===== src/rtl/sim_monitor.sv =====
// sim_monitor -- run-control and test-status monitor snooping the CPU
// data-memory write port.
//
// Watches writes to TOHOST_ADDR to latch PASS/FAIL, ends a runaway test after
// TIMEOUT cycles in RUN, and (optionally) buffers console bytes written to
// CONSOLE_ADDR in a small FIFO. done/pass/halt_req end benches and drive LEDs.
//
// Build option: define SIM_MONITOR_CONSOLE_EN to include the console FIFO.
// Without it cons_valid/cons_data/cons_dropped are tied to 0 and cons_ready
// is ignored.
//
// Ports:
//   clk          in   rising-edge system clock
//   reset        in   synchronous, active-low reset
//   mem_wr_en    in   data-memory write strobe
//   mem_addr     in   [ADDR_W]   write address
//   mem_wdata    in   [DATA_W]   write data
//   done         out  test terminated (PASS, FAIL or TIMEOUT)
//   pass         out  test passed
//   timed_out    out  TIMEOUT reached
//   fail_code    out  [DATA_W-1] mem_wdata>>1 of the failing TOHOST write
//   cycle_count  out  [CNT_W]    cycles spent in RUN (saturating)
//   halt_req     out  CPU stall request, equals done
//   cons_valid   out  console FIFO non-empty
//   cons_data    out  [8]        console FIFO head
//   cons_ready   in   consumer accepts head on cons_valid & cons_ready
//   cons_dropped out  [8]        saturating count of bytes lost to a full FIFO
module sim_monitor #(
    parameter int unsigned       ADDR_W       = 32,
    parameter int unsigned       DATA_W       = 32,
    parameter logic [ADDR_W-1:0] TOHOST_ADDR  = 32'h0000_03F8,
    parameter logic [ADDR_W-1:0] CONSOLE_ADDR = 32'h0000_03FC,
    parameter int unsigned       TIMEOUT      = 350,
    parameter int unsigned       CNT_W        = 32,
    parameter int unsigned       CONS_DEPTH   = 8
) (
    input  logic              clk,
    input  logic              reset,
    input  logic              mem_wr_en,
    input  logic [ADDR_W-1:0] mem_addr,
    input  logic [DATA_W-1:0] mem_wdata,
    output logic              done,
    output logic              pass,
    output logic              timed_out,
    output logic [DATA_W-2:0] fail_code,
    output logic [CNT_W-1:0]  cycle_count,
    output logic              halt_req,
    output logic              cons_valid,
    output logic [7:0]        cons_data,
    input  logic              cons_ready,
    output logic [7:0]        cons_dropped
);

    typedef enum logic [1:0] {ST_RUN, ST_PASS, ST_FAIL, ST_TIMEOUT} state_t;

    localparam logic [CNT_W-1:0] CNT_ONE  = CNT_W'(1);
    localparam logic [CNT_W-1:0] TO_LAST  = CNT_W'(TIMEOUT - 1);

    state_t              state_q, state_d;
    logic [CNT_W-1:0]    cnt_q, cnt_d;
    logic [DATA_W-2:0]   fc_q, fc_d;
    logic                done_q, pass_q, to_q;

    logic in_run, tohost_hit, cons_hit, to_hit;

    assign in_run     = (state_q == ST_RUN);
    assign tohost_hit = mem_wr_en && (mem_addr == TOHOST_ADDR);
    assign cons_hit   = mem_wr_en && (mem_addr == CONSOLE_ADDR);
    // The count reaching TIMEOUT-1 means this edge completes the last allowed cycle.
    assign to_hit     = (TIMEOUT != 0) && (cnt_q == TO_LAST);

    always_comb begin
        state_d = state_q;
        cnt_d   = cnt_q;
        fc_d    = fc_q;
        if (in_run) begin
            if (cnt_q != '1) begin
                cnt_d = cnt_q + CNT_ONE;
            end
            // Even TOHOST values are ignored; a terminating write beats the timeout.
            if (tohost_hit && mem_wdata[0]) begin
                if (mem_wdata == DATA_W'(1)) begin
                    state_d = ST_PASS;
                end else begin
                    state_d = ST_FAIL;
                    fc_d    = mem_wdata[DATA_W-1:1];
                end
            end else if (to_hit) begin
                state_d = ST_TIMEOUT;
            end
        end
    end

    always_ff @(posedge clk) begin
        if (!reset) begin
            state_q <= ST_RUN;
            cnt_q   <= '0;
            fc_q    <= '0;
            done_q  <= 1'b0;
            pass_q  <= 1'b0;
            to_q    <= 1'b0;
        end else begin
            state_q <= state_d;
            cnt_q   <= cnt_d;
            fc_q    <= fc_d;
            done_q  <= (state_d != ST_RUN);
            pass_q  <= (state_d == ST_PASS);
            to_q    <= (state_d == ST_TIMEOUT);
        end
    end

    assign done        = done_q;
    assign halt_req    = done_q;
    assign pass        = pass_q;
    assign timed_out   = to_q;
    assign fail_code   = fc_q;
    assign cycle_count = cnt_q;

`ifdef SIM_MONITOR_CONSOLE_EN
    localparam int unsigned      PTR_W   = $clog2(CONS_DEPTH);
    localparam logic [PTR_W-1:0] PTR_ONE = PTR_W'(1);
    localparam logic [PTR_W:0]   OCC_ONE = (PTR_W+1)'(1);
    localparam logic [PTR_W:0]   OCC_MAX = (PTR_W+1)'(CONS_DEPTH);

    logic [7:0]       fifo_q [CONS_DEPTH];
    logic [PTR_W-1:0] rd_q, rd_d, wr_q, wr_d;
    logic [PTR_W:0]   occ_q, occ_d;
    logic [7:0]       head_q, head_d, drop_q, drop_d;
    logic             valid_q, push_req, push, pop;

    always_comb begin
        pop      = valid_q && cons_ready;
        push_req = in_run && cons_hit;
        // A pop on the same edge frees the slot, so a full FIFO still accepts.
        push     = push_req && ((occ_q != OCC_MAX) || pop);
        rd_d     = pop  ? rd_q + PTR_ONE : rd_q;
        wr_d     = push ? wr_q + PTR_ONE : wr_q;
        occ_d    = occ_q;
        if (push && !pop) begin
            occ_d = occ_q + OCC_ONE;
        end else if (pop && !push) begin
            occ_d = occ_q - OCC_ONE;
        end
        drop_d = drop_q;
        if (push_req && !push && (drop_q != 8'hFF)) begin
            drop_d = drop_q + 8'd1;
        end
        // The head is registered: when the byte written this edge lands in
        // the next head slot, the FIFO was (or became) otherwise empty.
        if (occ_d == '0) begin
            head_d = 8'h00;
        end else if (push && (wr_q == rd_d)) begin
            head_d = mem_wdata[7:0];
        end else begin
            head_d = fifo_q[rd_d];
        end
    end

    always_ff @(posedge clk) begin
        if (push) begin
            fifo_q[wr_q] <= mem_wdata[7:0];
        end
    end

    always_ff @(posedge clk) begin
        if (!reset) begin
            rd_q    <= '0;
            wr_q    <= '0;
            occ_q   <= '0;
            drop_q  <= '0;
            head_q  <= '0;
            valid_q <= 1'b0;
        end else begin
            rd_q    <= rd_d;
            wr_q    <= wr_d;
            occ_q   <= occ_d;
            drop_q  <= drop_d;
            head_q  <= head_d;
            valid_q <= (occ_d != '0);
        end
    end

    assign cons_valid   = valid_q;
    assign cons_data    = head_q;
    assign cons_dropped = drop_q;
`else
    logic unused_cons;
    assign unused_cons  = ^{cons_ready, cons_hit};
    assign cons_valid   = 1'b0;
    assign cons_data    = 8'h00;
    assign cons_dropped = 8'h00;
`endif

endmodule

===== config.mk =====
export PLATFORM = sky130hd
export DESIGN_NAME = sim_monitor
export DESIGN_NICKNAME = d
export VERILOG_FILES = /design/src/rtl/sim_monitor.sv
export SDC_FILE = /design/constraint.sdc
export NUM_CORES = 1
export LEC_CHECK = 0
export BUFFER_PORTS_ARGS = -buffer_cell sky130_fd_sc_hd__buf_4
export CELL_PAD_IN_SITES_DETAIL_PLACEMENT = 2
export CELL_PAD_IN_SITES_GLOBAL_PLACEMENT = 2
export CORE_MARGIN = 2
export CORE_UTILIZATION = 25
export DETAILED_ROUTE_END_ITERATION = 10
export PLACE_DENSITY = 0.77
export SLEW_MARGIN = 20
export SYNTH_ARGS = -nofsm -noshare
export SYNTH_HDL_FRONTEND = slang
export SYNTH_SLANG_ARGS = --single-unit
export TNS_END_PERCENT = 5

===== constraint.sdc =====
create_clock -name clk -period 2.5 [get_ports clk]
set_input_delay 0.25 -clock clk [delete_from_list [all_inputs] [get_ports clk]]
set_output_delay 0.25 -clock clk [all_outputs]
set_load 0.01 [all_outputs]

* Word-level counts from Yosys, hierarchy flattened
Cells that the tools add are included.
Word-level totals: register bits 68, word-level logic and storage cells 24
Operators by class: equal/unequal tests 6, bitwise logic cells 1, muxes and demuxes 4, reductions and logical operators 6, add/sub/neg operators 1
Operator list (count):
- $add A32 B1 Y32 const B | 1
- $eq A32 B1 Y1 const B | 1
- $eq A32 B10 Y1 const B | 1
- $eq A32 B9 Y1 const B | 1
- $ne A32 B32 Y1 const B | 1
- $mux W2 | 4
- $reduce_and A3 Y1 | 1
- $eq A2 B1 Y1 const B | 1
- $eq A2 B2 Y1 const B | 1
- $logic_and A1 B1 Y1 | 2
- $logic_not A2 Y1 | 1
- $reduce_and A2 Y1 | 1
- $reduce_bool A2 Y1 | 1
- $not A1 Y1 | 1

* Logic depth before layout (Yosys ltp)
word-level depth 6, mapped depth 8

* Least setup slack after synthesis
Ideal clock, no wire load.
path kind register to register, from register cnt_q[0] (netlist: cycle_count[0]), to register cnt_q[18] (netlist: cycle_count[18]), buffers on the path 0, clock period less this slack 1.911 ns, setup slack 0.589 ns, arrival time 1.783 ns, data required time 2.372 ns, stages on the path, launching flop included 7, path through dfxtp_1 ha_1 and4_1 nand2_1 or4b_2 xor2_1 nor2_1
Between the ends: longest elaborated chain between the ends 2, elaborated cells between the ends (all ways) 3, those cells by class 1 x add/sub; 1 x eq/ne; 1 x reduce/logical
Ends and longest elaborated chain:
- from (decl) | RTL line 60 | logic [CNT_W-1:0] cnt_q, cnt_d;
- from (signal assigned) | RTL line 104 | cnt_q <= cnt_d;
- branches (longest 2 deep; another with $add A32 B1 Y32)
Parallel ways; which one is timed is not known. A chain may end at the register's enable or synchronous reset.

* Worst setup path in the final report
from register cnt_q[5] (netlist: cycle_count[5]), to register cnt_q[28] (netlist: cycle_count[28])
Same word-level chain as after synthesis.

==> results.yml <==
run_status:
  outcome: "complete, no violations"
drt:
  drt_first_pass_iters: 4
  vias: 3786
  drc: 0
  drtIter0Drc: 174
  drt_wl_total_um: 13200
  drt-vias-per-instance: 5.20
  ant_nets: 0
  avgRoutedWirePerCell_um: 18.2
cts:
  clk_path_buf_depth: 2
  root_buffer: "clkbuf_16"
  worstSkewPairLatency_ns: 0.34
  htree_levels: 3
  numCtsBuffers: 9
  post_cts_resize_count: 0
  cts_tree: "yes"
  clk_pin_slew_ns: 0.06
  post_cts_buffers: 0
  cts_hold_buf: 0
  cts_sinks: 68
synth:
  synthTopCellsByArea: "dfxtp_1 (40%), a21oi_1 (8.6%), o21ai_0 (6.4%), nand3_1 (5.9%), buf_4 (4.4%)"
  synth_edf_count: 0
  seq_area_frac_synth_pct: 40.2
  synth_warnings: 0
  synth_seq_cells: 68
  synth_cell_types: 36
  ys_async_sr_fraction_pct: 0
  synth_cells: 422
  synth_commonest_cells: "dfxtp_1 (68), a21oi_1 (58), o21ai_0 (43)"
  syn_area_um2: 3380
  yosysMostFrequentCell: "dfxtp_1"
  synth_top_area_cell: "dfxtp_1"
  ys.flop_type: "dfxtp_1"
  synth.avg_cell_area_um2: 8.02
  synth_top_area_share_pct: 40.2
critical_path:
  endpoint: "cycle_count[28]$_SDFFE_PN0P_"
  startpoint_type: "flip-flop"
  cp_cell_sequence: "and4_1, and4_1, nand4_1, or3_1, a21oi_1"
  critical_path_depth: 5
  critPathMaxStageDelay_ns: 0.49
  cp.required_ns: 2.76
  setup.worst_path.class: "flip-flop to flip-flop"
  cp_num_buf_inv: 0
  critical_path.max_fanout: 12
  r2r_start: "cycle_count[5]$_SDFFE_PN0P_"
  r2r_cells: 5
  slowest_stage: "or3_1"
  r2r_slack_ns: 0.30
  critPathTopFamily: "simple AND/OR/NAND/NOR gates"
  critPathLaunch: "cycle_count[5]$_SDFFE_PN0P_"
  arrival_ns: 2.46
  r2r_end: "cycle_count[28]$_SDFFE_PN0P_"
  crit_path_end_kind: "flip-flop"
  cp_common_cell: "and4_1"
die:
  die_w_um: 120
  die_area_um2: 14500
  ios: 152
  die_y_um: 120
  core-area_um2: 13200
  start_util_pct: 25.5
  fp-row-count: 42
power:
  pwr-share-seq_pct: 41.7
  leakage_uw: 0.00183
  irDropWorstVdd_mv: 0.280
  comb_power_share_pct: 5.8
  p_total_uw: 2620
  p_sw_uw: 555
  p_clk_share_pct: 52.4
  swShare_pct: 21.2
  p_per_area_nw_per_um2: 544
  power.internal_uw: 2070
layout:
  diodes: 0
  syn2layout_area_growth_pct: 42.6
  final_layout_size_suffix_gt1_share_pct: 30.1
  instances_no_fill: 728
  final_area_um2: 4820
  fin_nets: 617
grt:
  grt_pass1_wl_um: 21500
  antenna_found_initial: 0
  grt_pass1_vias: 4186
  grt_max_degree: 35
  grt_usage_pct: 18.6
  grt_overflow_total: 0
sta:
  fin_crit_ns: 2.20
  whs_ns: 0.184
  finalSetupViolCount: 0
  finalHoldViolCount: 0
  max_slew_margin_pct: 54.5
  period_share_pct: 87.9
  setup_tns_ns: 0
  tightestPinTransition_ns: 0.681
  rsz0062_at_grt: "false"
  fin_skew_ns: 0.00571
  slew_viol_final: 0
  timing.fmax_mhz: 455
place:
  placed_area_um2: 4510
  gp_congestion: 0.765
  placed_cells: 712
  numPortBuffers: 133
  dp_hpwl_um: 9510
worst_hold_path:
  hold_path_depth: 3
  hp-class: "primary input to flip-flop"
flow_run:
  drv_cap: 0
## registers in the layout (all words and copies together), names as in the netlist
signal	flops
timed_out	1
state_q	2
pass	1
done	1
fail_code	31
cycle_count	32
## stage by stage
step / util (%) / setup slack [ns]
CTS: 36.4 / 0.272
detailed placement: 34.0 / 0.302
floorplan: - / 0.589
finish: 36.4 / 0.304
global placement: 34.0 / 0.395
global route: 36.4 / 0.0677
## cell type report
class | instances | area (um2)
well taps | 176 | 220
flip-flops and latches | 68 | 1360
multi-input cells | 316 | 1790
inverters | 6 | 22.5
clock buffers | 11 | 243
fillers | 1506 | 8420
clock inverters | 5 | 75.1
repair buffers | 146 | 1110
## layout by cell type (no fill, tap or decap), types with 3 or more instances in the layout
cell type,instances
dfxtp_1,68
nor3_1,6
or3_1,12
and4_1,8
nand3_1,40
nand2_1,25
nor4b_1,5
o21ai_0,42
buf_4,145
clkbuf_16,9
and3_1,4
inv_1,5
clkinv_2,3
a211oi_1,3
or4_1,15
o31ai_1,14
nand4_1,14
nor4_1,20
mux2i_1,4
and2_1,4
nor2_1,9
a21oi_1,58
conb_1,17
## how the worst min path moves through the flow
stage	slack (ns)	from	endpoint
final	0.18	mem_wdata[12]	fail_code[11]$_SDFFE_PN0P_
after global routing	0.18	mem_wdata[10]	fail_code[9]$_SDFFE_PN0P_
after CTS	0.18	mem_wdata[20]	fail_code[19]$_SDFFE_PN0P_
after detailed placement	0.48	fail_code[7]$_SDFFE_PN0P_	fail_code[7]$_SDFFE_PN0P_
after global placement	0.46	fail_code[17]$_SDFFE_PN0P_	fail_code[17]$_SDFFE_PN0P_
after floorplan	0.40	mem_wdata[1]	fail_code[0]$_SDFFE_PN0P_
## worst reg2reg max path: stages, from the launching register on
cell	delay, ns
dfxtp_1	0.46
and4_1	0.38
and4_1	0.26
nand4_1	0.40
or3_1	0.49
a21oi_1	0.14
## per-layer routing
metal	up-vias	wire [um]	global-route usage (%)
li1	1808	-	-
met1	1866	5250	20.6
met2	100	6910	33.7
met3	12	960	6.75
met4	0	125	4.87
met5	-	0	0
## power by group through the flow
stage               logic (uW)  clock network, uW  registers (uW)
CTS                        154               1420            1090
floorplan                 63.3                  0            1120
global route               166               1470            1090
detailed placement         153                  0            1120
global placement           149                  0            1120
finish                     153               1370            1090
## cells by family (layout without fill, tap and decap cells)
| logic type | Yosys count | count (layout) | share of synthesized area, % |
|---|---|---|---|
| buffers and inverters | 54 | 168 | 8.65 |
| and+or+nand+nor | 170 | 170 | 29.1 |
| other | 1 | 17 | 0.111 |
| muxes | 4 | 4 | 1.18 |
| xor gates and xnor gates | 1 | 1 | 0.259 |
| adders and majority gates | 2 | 2 | 0.740 |
| AOI/OAI and AO/OA | 122 | 122 | 19.7 |
| DFF | 68 | 68 | 40.2 |
(Power assumes the default switching activity.)
